==> src/rtl/conv_stream_pkg.sv <==
// Shared types and sizing for the conv layer x-stream transmitter.
package conv_stream_pkg;
    localparam int T       = 16;
    localparam int X_COUNT = 64;
    localparam int ADDR_X  = $clog2(X_COUNT);

    typedef logic signed [T-1:0] word_t;

    typedef enum logic [1:0] {IDLE, STREAM, DRAIN} tx_state_t;
endpackage

==> src/rtl/conv_x_stream_tx_if.sv <==
// Host write port plus conv x-stream port of the ping-pong transmitter.
interface conv_x_stream_tx_if;
    import conv_stream_pkg::*;

    word_t      s_data_in;
    logic       s_valid;
    logic       s_ready;
    word_t      m_data_out_x;
    logic       m_valid_x;
    logic       m_ready_x;
    logic       vec_done;
    logic [1:0] banks_full;

    modport slave (
        input  s_data_in, s_valid, m_ready_x,
        output s_ready, m_data_out_x, m_valid_x, vec_done, banks_full
    );

    modport master (
        output s_data_in, s_valid, m_ready_x,
        input  s_ready, m_data_out_x, m_valid_x, vec_done, banks_full
    );
endinterface

==> src/rtl/sp_ram.sv <==
// Single-port synchronous RAM: write has priority, read data registered.
module sp_ram #(
    parameter int W     = 16,
    parameter int DEPTH = 64,
    parameter int AW    = $clog2(DEPTH)
) (
    input  logic          clk,
    input  logic          we,
    input  logic          re,
    input  logic [AW-1:0] addr,
    input  logic [W-1:0]  wdata,
    output logic [W-1:0]  rdata
);
    logic [W-1:0] mem [DEPTH];

    always_ff @(posedge clk) begin
        if (we)      mem[addr] <= wdata;
        else if (re) rdata     <= mem[addr];
    end
endmodule

==> src/rtl/stream_skid_fifo.sv <==
// Two-entry fall-through output buffer; the head word stays put while the
// consumer stalls, and an empty buffer passes the RAM word straight out.
module stream_skid_fifo
    import conv_stream_pkg::*;
(
    input  logic       clk,
    input  logic       reset,
    input  logic       in_valid,
    input  word_t      in_data,
    output logic       out_valid,
    output word_t      out_data,
    input  logic       out_ready,
    output logic [1:0] count
);
    word_t mem [2];
    logic  wp, rp, bypass, push, pop;

    // The producer never presents a word while both entries are occupied.
    assign bypass    = (count == 2'd0) && out_ready;
    assign push      = in_valid && !bypass;
    assign pop       = out_ready && (count != 2'd0);
    assign out_valid = in_valid || (count != 2'd0);

    always_comb begin
        out_data = '0;
        if (count != 2'd0) out_data = mem[rp];
        else if (in_valid) out_data = in_data;
    end

    always_ff @(posedge clk or negedge reset) begin
        if (!reset) begin
            count <= 2'd0;
            wp    <= 1'b0;
            rp    <= 1'b0;
        end else begin
            if (push) wp <= !wp;
            if (pop)  rp <= !rp;
            count <= count + 2'(push) - 2'(pop);
        end
    end

    always_ff @(posedge clk) begin
        if (push) mem[wp] <= in_data;
    end
endmodule

==> src/rtl/conv_x_stream_tx.sv <==
// Ping-pong vector transmitter: host fills one bank while the other bank
// streams word-by-word into the conv block's x port.
module conv_x_stream_tx
    import conv_stream_pkg::*;
(
    input  logic              clk,
    input  logic              reset,
    conv_x_stream_tx_if.slave bus
);
    localparam logic [ADDR_X-1:0] LAST = ADDR_X'(X_COUNT - 1);

    tx_state_t         state, state_nxt;
    logic [ADDR_X-1:0] wr_ptr, rd_ptr, out_cnt;
    logic              wr_bank, rd_bank, rd_sel, rd_vld;
    logic [1:0]        full, full_nxt, banks_full_q, fifo_cnt;
    logic              wr_en, wr_last, hs, last_hs, space, iss_ok, issue, iss_bank;
    word_t             q [2];
    word_t             rd_data;

    assign bus.s_ready    = !full[wr_bank];
    assign bus.banks_full = banks_full_q;
    assign bus.vec_done   = last_hs;

    assign wr_en   = bus.s_valid && !full[wr_bank];
    assign wr_last = wr_en && (wr_ptr == LAST);
    assign hs      = bus.m_valid_x && bus.m_ready_x;
    assign last_hs = hs && (out_cnt == LAST);
    // Reads still in the RAM pipeline count against the buffer's two slots.
    assign space   = (3'(fifo_cnt) + 3'(rd_vld)) < 3'd2;
    assign rd_data = rd_sel ? q[1] : q[0];

    for (genvar b = 0; b < 2; b++) begin : g_bank
        logic bank_we;
        assign bank_we = wr_en && (wr_bank == 1'(b));
        sp_ram #(.W(T), .DEPTH(X_COUNT)) u_ram (
            .clk   (clk),
            .we    (bank_we),
            .re    (issue && (iss_bank == 1'(b))),
            .addr  (bank_we ? wr_ptr : rd_ptr),
            .wdata (bus.s_data_in),
            .rdata (q[b])
        );
    end

    stream_skid_fifo u_fifo (
        .clk       (clk),
        .reset     (reset),
        .in_valid  (rd_vld),
        .in_data   (rd_data),
        .out_valid (bus.m_valid_x),
        .out_data  (bus.m_data_out_x),
        .out_ready (bus.m_ready_x),
        .count     (fifo_cnt)
    );

    // DRAIN prefetches from the other bank so the bank switch costs no cycle.
    always_comb begin
        state_nxt = state;
        iss_bank  = rd_bank;
        iss_ok    = 1'b0;
        issue     = 1'b0;
        unique case (state)
            IDLE: begin
                iss_ok = full[rd_bank];
                if (full[rd_bank]) state_nxt = STREAM;
            end
            STREAM: begin
                iss_ok = 1'b1;
                if (space && rd_ptr == LAST) state_nxt = DRAIN;
            end
            DRAIN: begin
                iss_bank = !rd_bank;
                iss_ok   = full[!rd_bank];
                if (last_hs) state_nxt = full[!rd_bank] ? STREAM : IDLE;
            end
            default: state_nxt = IDLE;
        endcase
        issue = iss_ok && space;
    end

    always_comb begin
        full_nxt = full;
        if (wr_last) full_nxt[wr_bank] = 1'b1;
        if (last_hs) full_nxt[rd_bank] = 1'b0;
    end

    always_ff @(posedge clk or negedge reset) begin
        if (!reset) begin
            state        <= IDLE;
            full         <= 2'b00;
            banks_full_q <= 2'd0;
            wr_ptr       <= '0;
            rd_ptr       <= '0;
            out_cnt      <= '0;
            wr_bank      <= 1'b0;
            rd_bank      <= 1'b0;
            rd_sel       <= 1'b0;
            rd_vld       <= 1'b0;
        end else begin
            state        <= state_nxt;
            full         <= full_nxt;
            banks_full_q <= {1'b0, full_nxt[0]} + {1'b0, full_nxt[1]};
            rd_vld       <= issue;
            if (wr_en) begin
                wr_ptr <= wr_last ? '0 : wr_ptr + 1'b1;
                if (wr_last) wr_bank <= !wr_bank;
            end
            if (issue) begin
                rd_ptr <= (rd_ptr == LAST) ? '0 : rd_ptr + 1'b1;
                rd_sel <= iss_bank;
            end
            if (hs) out_cnt <= last_hs ? '0 : out_cnt + 1'b1;
            if (last_hs) rd_bank <= !rd_bank;
        end
    end
endmodule
==> src/flat_wrapper.sv <==
// flat-port wrapper written by rule: the top's interface ports become plain ports
module conv_x_stream_tx_flat import conv_stream_pkg::*;
  (clk, reset, bus_s_data_in, bus_s_valid, bus_m_ready_x, bus_s_ready, bus_m_data_out_x, bus_m_valid_x, bus_vec_done, bus_banks_full);
  conv_x_stream_tx_if bus_i ();
  input  logic clk;
  input  logic reset;
  input wire logic [$bits(bus_i.s_data_in)-1:0] bus_s_data_in;
  input wire logic [$bits(bus_i.s_valid)-1:0] bus_s_valid;
  input wire logic [$bits(bus_i.m_ready_x)-1:0] bus_m_ready_x;
  output wire logic [$bits(bus_i.s_ready)-1:0] bus_s_ready;
  output wire logic [$bits(bus_i.m_data_out_x)-1:0] bus_m_data_out_x;
  output wire logic [$bits(bus_i.m_valid_x)-1:0] bus_m_valid_x;
  output wire logic [$bits(bus_i.vec_done)-1:0] bus_vec_done;
  output wire logic [$bits(bus_i.banks_full)-1:0] bus_banks_full;
  assign bus_i.s_data_in = bus_s_data_in;
  assign bus_i.s_valid = bus_s_valid;
  assign bus_i.m_ready_x = bus_m_ready_x;
  assign bus_s_ready = bus_i.s_ready;
  assign bus_m_data_out_x = bus_i.m_data_out_x;
  assign bus_m_valid_x = bus_i.m_valid_x;
  assign bus_vec_done = bus_i.vec_done;
  assign bus_banks_full = bus_i.banks_full;
  conv_x_stream_tx u_core (.clk(clk), .reset(reset), .bus(bus_i));
endmodule
==> config.mk <==
export PLATFORM = sky130hd
export DESIGN_NAME = conv_x_stream_tx_flat
export DESIGN_NICKNAME = d
export VERILOG_FILES = /design/src/rtl/conv_stream_pkg.sv /design/src/rtl/conv_x_stream_tx_if.sv /design/src/rtl/sp_ram.sv /design/src/rtl/stream_skid_fifo.sv /design/src/rtl/conv_x_stream_tx.sv /design/src/flat_wrapper.sv
export SDC_FILE = /design/constraint.sdc
export NUM_CORES = 2
export LEC_CHECK = 0
export BUFFER_PORTS_ARGS = -buffer_cell sky130_fd_sc_hd__clkbuf_2
export CAP_MARGIN = 20
export CORE_MARGIN = 10
export CORE_UTILIZATION = 63
export DETAILED_ROUTE_END_ITERATION = 8
export HOLD_SLACK_MARGIN = 0.1
export PLACE_DENSITY = 0.79
export SYNTH_ARGS = -nofsm -noshare
export SYNTH_HDL_FRONTEND = slang
export SYNTH_SLANG_ARGS = --single-unit
==> constraint.sdc <==
create_clock -name clk -period 4.35 [get_ports clk]
set_input_delay 0.2175 -clock clk [delete_from_list [all_inputs] [get_ports clk]]
set_output_delay 0.2175 -clock clk [all_outputs]
set_load 0.02 [all_outputs]
; Word-level counts from Yosys, hierarchy flattened
; Memory sizes are Yosys's and may differ from the RTL's. A register that Yosys moved wholly into a read port is not among the register bits.
; Index checks and enable logic that the tools add are counted.
[totals]
register_bits = 32
mem_bits_rw = 2080
in_bits = 20
output_inout_bits = 21
wordCells = 106
n_memories = 3
[classes]
n_addsub = 7
order_cmp = 6
eq_ne = 8
muxes = 33
bitwise = 7
reduce_logical = 29
[memory_table]
columns = memory, depth, width, read_ports, rd_clocked_by_memory_dff, wr, line_no
row1 = u_core.g_bank[0].u_ram.mem, 64, 16, 1, 1, 1, sp_ram.sv:14  ; logic [W-1:0] mem [DEPTH];
row2 = u_core.g_bank[1].u_ram.mem, 64, 16, 1, 1, 1, sp_ram.sv:14
row3 = u_core.u_fifo.mem, 2, 16, 1, 0, 1, stream_skid_fifo.sv:15  ; word_t mem [2];
[ops]
columns = operator, count
row1 = $mux 16, 3
row2 = $mux 6, 5
row3 = $add 6x1->6 const B, 3
row4 = $eq 6x6->1 const B, 3
row5 = $mux 1, 16
row6 = $logic_and 1x1->1, 15
row7 = $mux 2, 5
row8 = $logic_not 1->1, 6
row9 = $lt 1x2->1 const B, 3
row10 = $ne 2x1->1 const B, 3
row11 = $pmux 2 s3, 1
row12 = $reduce_and 2->1, 3
row13 = $logic_not 2->1, 2
row14 = $not 1->1, 4
row15 = $add 2x1->3, 1
row16 = $lt 3x2->1 const B, 1
row17 = $pmux 1 s3, 1
row18 = $reduce_and 3->1, 1
row19 = $add 1x1->2, 1
row20 = $add 2x1->2, 1
row21 = $and 2x2->2, 1
row22 = $demux 1 s1, 2
row23 = $eq 2x1->1 const B, 1
row24 = $eq 2x2->1 const B, 1
row25 = 6 further kinds, 7

; Depth between registers and ports, before layout
[logic_depth]
depth_word = 9
ltp_mapped = 12
ltp_nobuf = 9

; Modules after synthesis
; From an unflattened synthesis, not the netlist that was laid out.
[hier_totals]
cells_unflattened = 4562
area_unflattened_um2 = 83463.8
[modules_own_cells]
columns = mod, n_inst, cells_each, area_each_um2, seq_area_each_um2
row1 = sp_ram, 2, 2138, 40040.9, 31230.0
row2 = conv_x_stream_tx, 1, 174, 1727.9, 700.7
row3 = stream_skid_fifo, 1, 112, 1654.1, 1061.0

; Worst setup path after synthesis
; Ideal clock, no wire load.
[synth_path]
path_kind = register -> register
startpoint = register u_core.rd_ptr[2]
endpoint = memory u_core.g_bank[1].u_ram.mem[10][0], enable pin
setup_ns = 0.390
t_arrival_ns = 2.749
required_time_ns = 3.960
path_slack_ns = 1.210
path_stages_with_launch = 9
n_path_buf = 5
synth_period_minus_slack_ns = 3.140
path_cell_list = dfrtp_1 buf_2 or3b_2 o22ai_1 buf_2 buf_2 buf_2 buf_2 nor2b_1
[synth_between]
elab_chain_len = 1
[synth_lines]
columns = element, line_no
row1 = start: declaration, conv_x_stream_tx.sv:13  ; logic [ADDR_X-1:0] wr_ptr, rd_ptr, out_cnt;
row2 = start signal: assignment, conv_x_stream_tx.sv:109  ; rd_ptr <= (rd_ptr == LAST) ? '0 : rd_ptr + 1'b1;
row3 = $mux 6, conv_x_stream_tx.sv:39  ; .addr (bank_we ? wr_ptr : rd_ptr),
row4 = end: declaration, sp_ram.sv:14
; No other way between the ends.

; Worst setup path in the final report
[layout_path]
startpoint = register u_core.wr_bank
endpoint = register u_core.g_bank[0].u_ram.rdata[3] (read register of u_core.g_bank[0].u_ram.mem), data pin
[layout_between]
elab_chain_len = 7
word_cells_on_any_way = 9
classes_between = mux (3) / bitwise (2) / reduce/logical (4)
[layout_lines]
columns = element, line_no
row1 = start: declaration, conv_x_stream_tx.sv:14  ; logic wr_bank, rd_bank, rd_sel, rd_vld;
row2 = start signal: assignment, conv_x_stream_tx.sv:106  ; if (wr_last) wr_bank <= !wr_bank;
row3 = $mux 1 (not written as such) (2 in series), conv_x_stream_tx.sv:24  ; assign wr_en = bus.s_valid && !full[wr_bank];
row4 = $logic_not 1->1, conv_x_stream_tx.sv:24
row5 = $logic_and 1x1->1, conv_x_stream_tx.sv:24
row6 = $logic_and 1x1->1 (*), conv_x_stream_tx.sv:34  ; assign bank_we = wr_en && (wr_bank == 1'(b));
row7 = $not 1->1 (no line), n/a
row8 = $reduce_and 2->1 (no line), n/a
row9 = end: declaration, sp_ram.sv:12  ; output logic [W-1:0] rdata
; Mark *: on every way between the ends. The rest lies on a longest branch, timed or not. The select of a mux whose other input is x is not followed.
; A chain may end at the register's enable or synchronous reset.

==> summary.txt <==
Outcome
  • Status: finished, violations left
  • Failing checks: design-rule violations

Drt
  • Drt drc: 14
  • WL/cell: 33.2 µm
  • Routed vias: 46.0k
  • Drt total wl: 208 mm
  • Vias per inst: 7.35
  • Final ANT Viol Nets: 0
  • TritonRoute pass-1 iters: 9
  • Starting DRT DRC Count: 9,091

Finish
  • # nets final: 4,498
  • Layout cells sized above 1: 0.137
  • Diodes inserted: 0
  • Util after Layout: 0.712
  • Area added between synthesis and finish: 12.5%
  • Post-route non-filler standard cell count: 6,261

Critical path
  • Critical Path RT: 4.88 ns
  • Reg-to-reg slack, setup: 0.13 ns
  • Maximum fanout along the worst path: 23
  • CP max-delay cell: a221oi_1
  • Max stage delay on crit path: 0.65 ns
  • CP Capture Type: register
  • Critical Path Most Common Cell: buf_4
  • CP arrival: 4.76 ns
  • CP bufs+invs: 3
  • CP delay by family, top: compound AO/OA/AOI/OAI gates
  • CP cell instances: nor3b_2, buf_4, o22ai_4, buf_4, buf_4, a22o_1, a221oi_1, a31oi_1, nor4_1, nand2_1
  • Setup crit start kind: register
  • Type of the worst setup path: register to register

Timing
  • Slew @ Worst Pin: 1.14 ns
  • Fmax: 0.237 GHz
  • Pins Over Slew Limit: 0
  • Unrepaired setup endpoints after global routing: false
  • Setup TNS Final: 0 ns
  • Crit share post-route: 0.971
  • Tmin final: 4.22 ns
  • Rel. slew slack: 0.240
  • Final hold vios: 0
  • Final setup viols: 0
  • Clock Skews: 0.0291 ns

Synthesis
  • Cells after Synth: 4,236
  • Cell variety after synth: 55
  • Most frequent cells after synthesis: edfxtp_1, nand2_1, a222oi_1, a31oi_1, a22o_1
  • Post-Syn Area: 78,000 µm²
  • Ys Warns: 0
  • Most frequent cell after synthesis: edfxtp_1
  • Area contributors post-synth: edfxtp_1, a222oi_1, a22o_1
  • Yosys top cell area share: 0.813
  • Synth area leader: edfxtp_1
  • Yosys reg bits: 2,144
  • Net count after synthesis: 4,262
  • Asr flop ratio synth: 0.0149
  • Post-Syn Area per Cell: 18.4 µm²
  • EDFF count, synth: 2,112
  • Most common flop cell mapped by yosys: edfxtp_1
  • Sequential area share after synthesis: 0.823

Clock tree
  • CTS Buffer Depth: 3
  • Htree depth: 4
  • CTS tree: built
  • Clock Sink Count: 2,144
  • Worst-path clk slew: 0.06 ns
  • Clock latency on the worst-skew pair: 0.81 ns
  • Num CTS Buffers: 192
  • CTS root buf: clkbuf_16

Floorplan
  • Chip Height: 372 µm
  • Die W: 372 µm
  • Top-Level Pins: 41
  • Die ar.: 138,000 µm²
  • Initial Util: 0.633
  • Rows: 129
  • Core Area: 123,000 µm²

Power
  • PwrDens: 511 nW/µm²
  • Max VDD drop: 0.410 mV
  • Leakage: 0.0273 µW

Global routing
  • Initial antenna violation count: 5
  • Largest net degree at the start of global routing: 90
  • Vias in the first global route: 44.1k
  • First-pass GRT wire length: 300 mm
  • Grt ovf: 0
  • Gr usage total: 0.296

Place
  • Post-Place Cells: 5,896
  • PortBufs: 40
  • Final GP Congestion: 0.907
  • Detail Placement HPWL: 119 mm

Min path
  • Worst hold-check path type: input pin to register

Flow run
  • Max-cap viol count: 0
[area by class of cell]
type	instances	area, µm²
Tap cell	1637	2050
Multi-Input combinational cell	1794	12800
Timing Repair Buffer	337	2820
Clock inverter	79	517
Clock buffer	267	5320
Fill cell	6809	35600
Sequential cell	2144	64200
Inverter	3	11.3
[worst paths after layout]
path / startpoint / endpoint / cells after the start
max: u_core.wr_bank / u_core.g_bank[0].u_ram.rdata[3] / 10
min: bus_s_data_in[2] / u_core.g_bank[1].u_ram.mem[59][2] / 1
max reg2reg: u_core.wr_bank / u_core.g_bank[0].u_ram.rdata[3] / 10
min reg2reg: u_core.out_cnt[4] / u_core.out_cnt[4] / 1
max in group asynchronous: reset / u_core.rd_ptr[2] / 4
min in group asynchronous: reset / u_core.out_cnt[3] / 4
[metal layers]
layer  up-vias  share of wire  global-route usage
met5         -        0.00018                   0
met2      4223           0.47               0.461
met3       536           0.15              0.0715
met4         6          0.045               0.128
li1      18399              -                   -
met1     22836           0.34               0.404
[through the flow]
stage | setup slack [ns] | instance area, µm² | hold WS, ns | total power, µW
final | 0.126 | 87700 | 0.102 | 44800
after global routing | 0.0906 | 87700 | 0.145 | 45900
after CTS | 0.226 | 87700 | 0.107 | 44700
after detailed placement | 0.234 | 81700 | 0.372 | 29100
after global placement | 0.317 | 81700 | 0.367 | 28900
after floorplan | 1.21 | 78000 | -0.0781 | 26500
[cells by family after synthesis]
group           synth area share
compound gates             0.118
buf+inv                   0.0160
mux                      0.00606
xor+xnor                 0.00146
simple gates              0.0350
fa+ha+maj               0.000962
flops                      0.823
[layout by cell type, fill, tap and decap left out, types with 8 or more instances in the layout]
master         instances
a21boi_0              12
a21oi_1               21
a221oi_1             218
a222oi_1             236
a22o_1               222
a22oi_1              112
a31oi_1              232
a41oi_1               12
buf_12                23
buf_4                272
clkbuf_1              60
clkbuf_16            199
clkbuf_2              24
clkbuf_8               8
clkinv_1              40
clkinv_2              27
dfrtp_1               32
dlygate4sd3_1         17
edfxtp_1            2112
mux2_2                18
mux2i_1               27
nand2_1              290
nand2b_1              10
nand3_1               36
nand4_1               20
nor2_1               135
nor2b_1               11
nor4_1                47
o21ai_0               24
o22ai_4                8
or2_2                 15
xnor2_1                9
[report_power, final]
group,internal (µW),switching (µW),total (µW)
Combinational,1740,3840,5580
Clock,8830,7110,15900
Sequential,23000,254,23300
[sequential cells by signal, summed over array words and instances, names as in the netlist, 2 cells and up]
| register | flops |
|---|---|
| u_core.u_fifo.mem | 32 |
| u_core.u_fifo.count | 2 |
| u_core.bus.banks_full | 2 |
| u_core.state | 2 |
| u_core.full | 2 |
| u_core.rd_ptr | 6 |
| u_core.out_cnt | 6 |
| u_core.g_bank.u_ram.rdata | 32 |
| u_core.wr_ptr | 6 |
| u_core.g_bank.u_ram.mem | 2048 |
[repair_timing]
action	in CTS	in global routing
endpoints found under the hold margin	584	0
hold buffers	18	0
resized for setup	0	1
setup endpoints to repair	0	1
setup buffers	0	0
No activity file was read; power rests on OpenSTA's default activity.
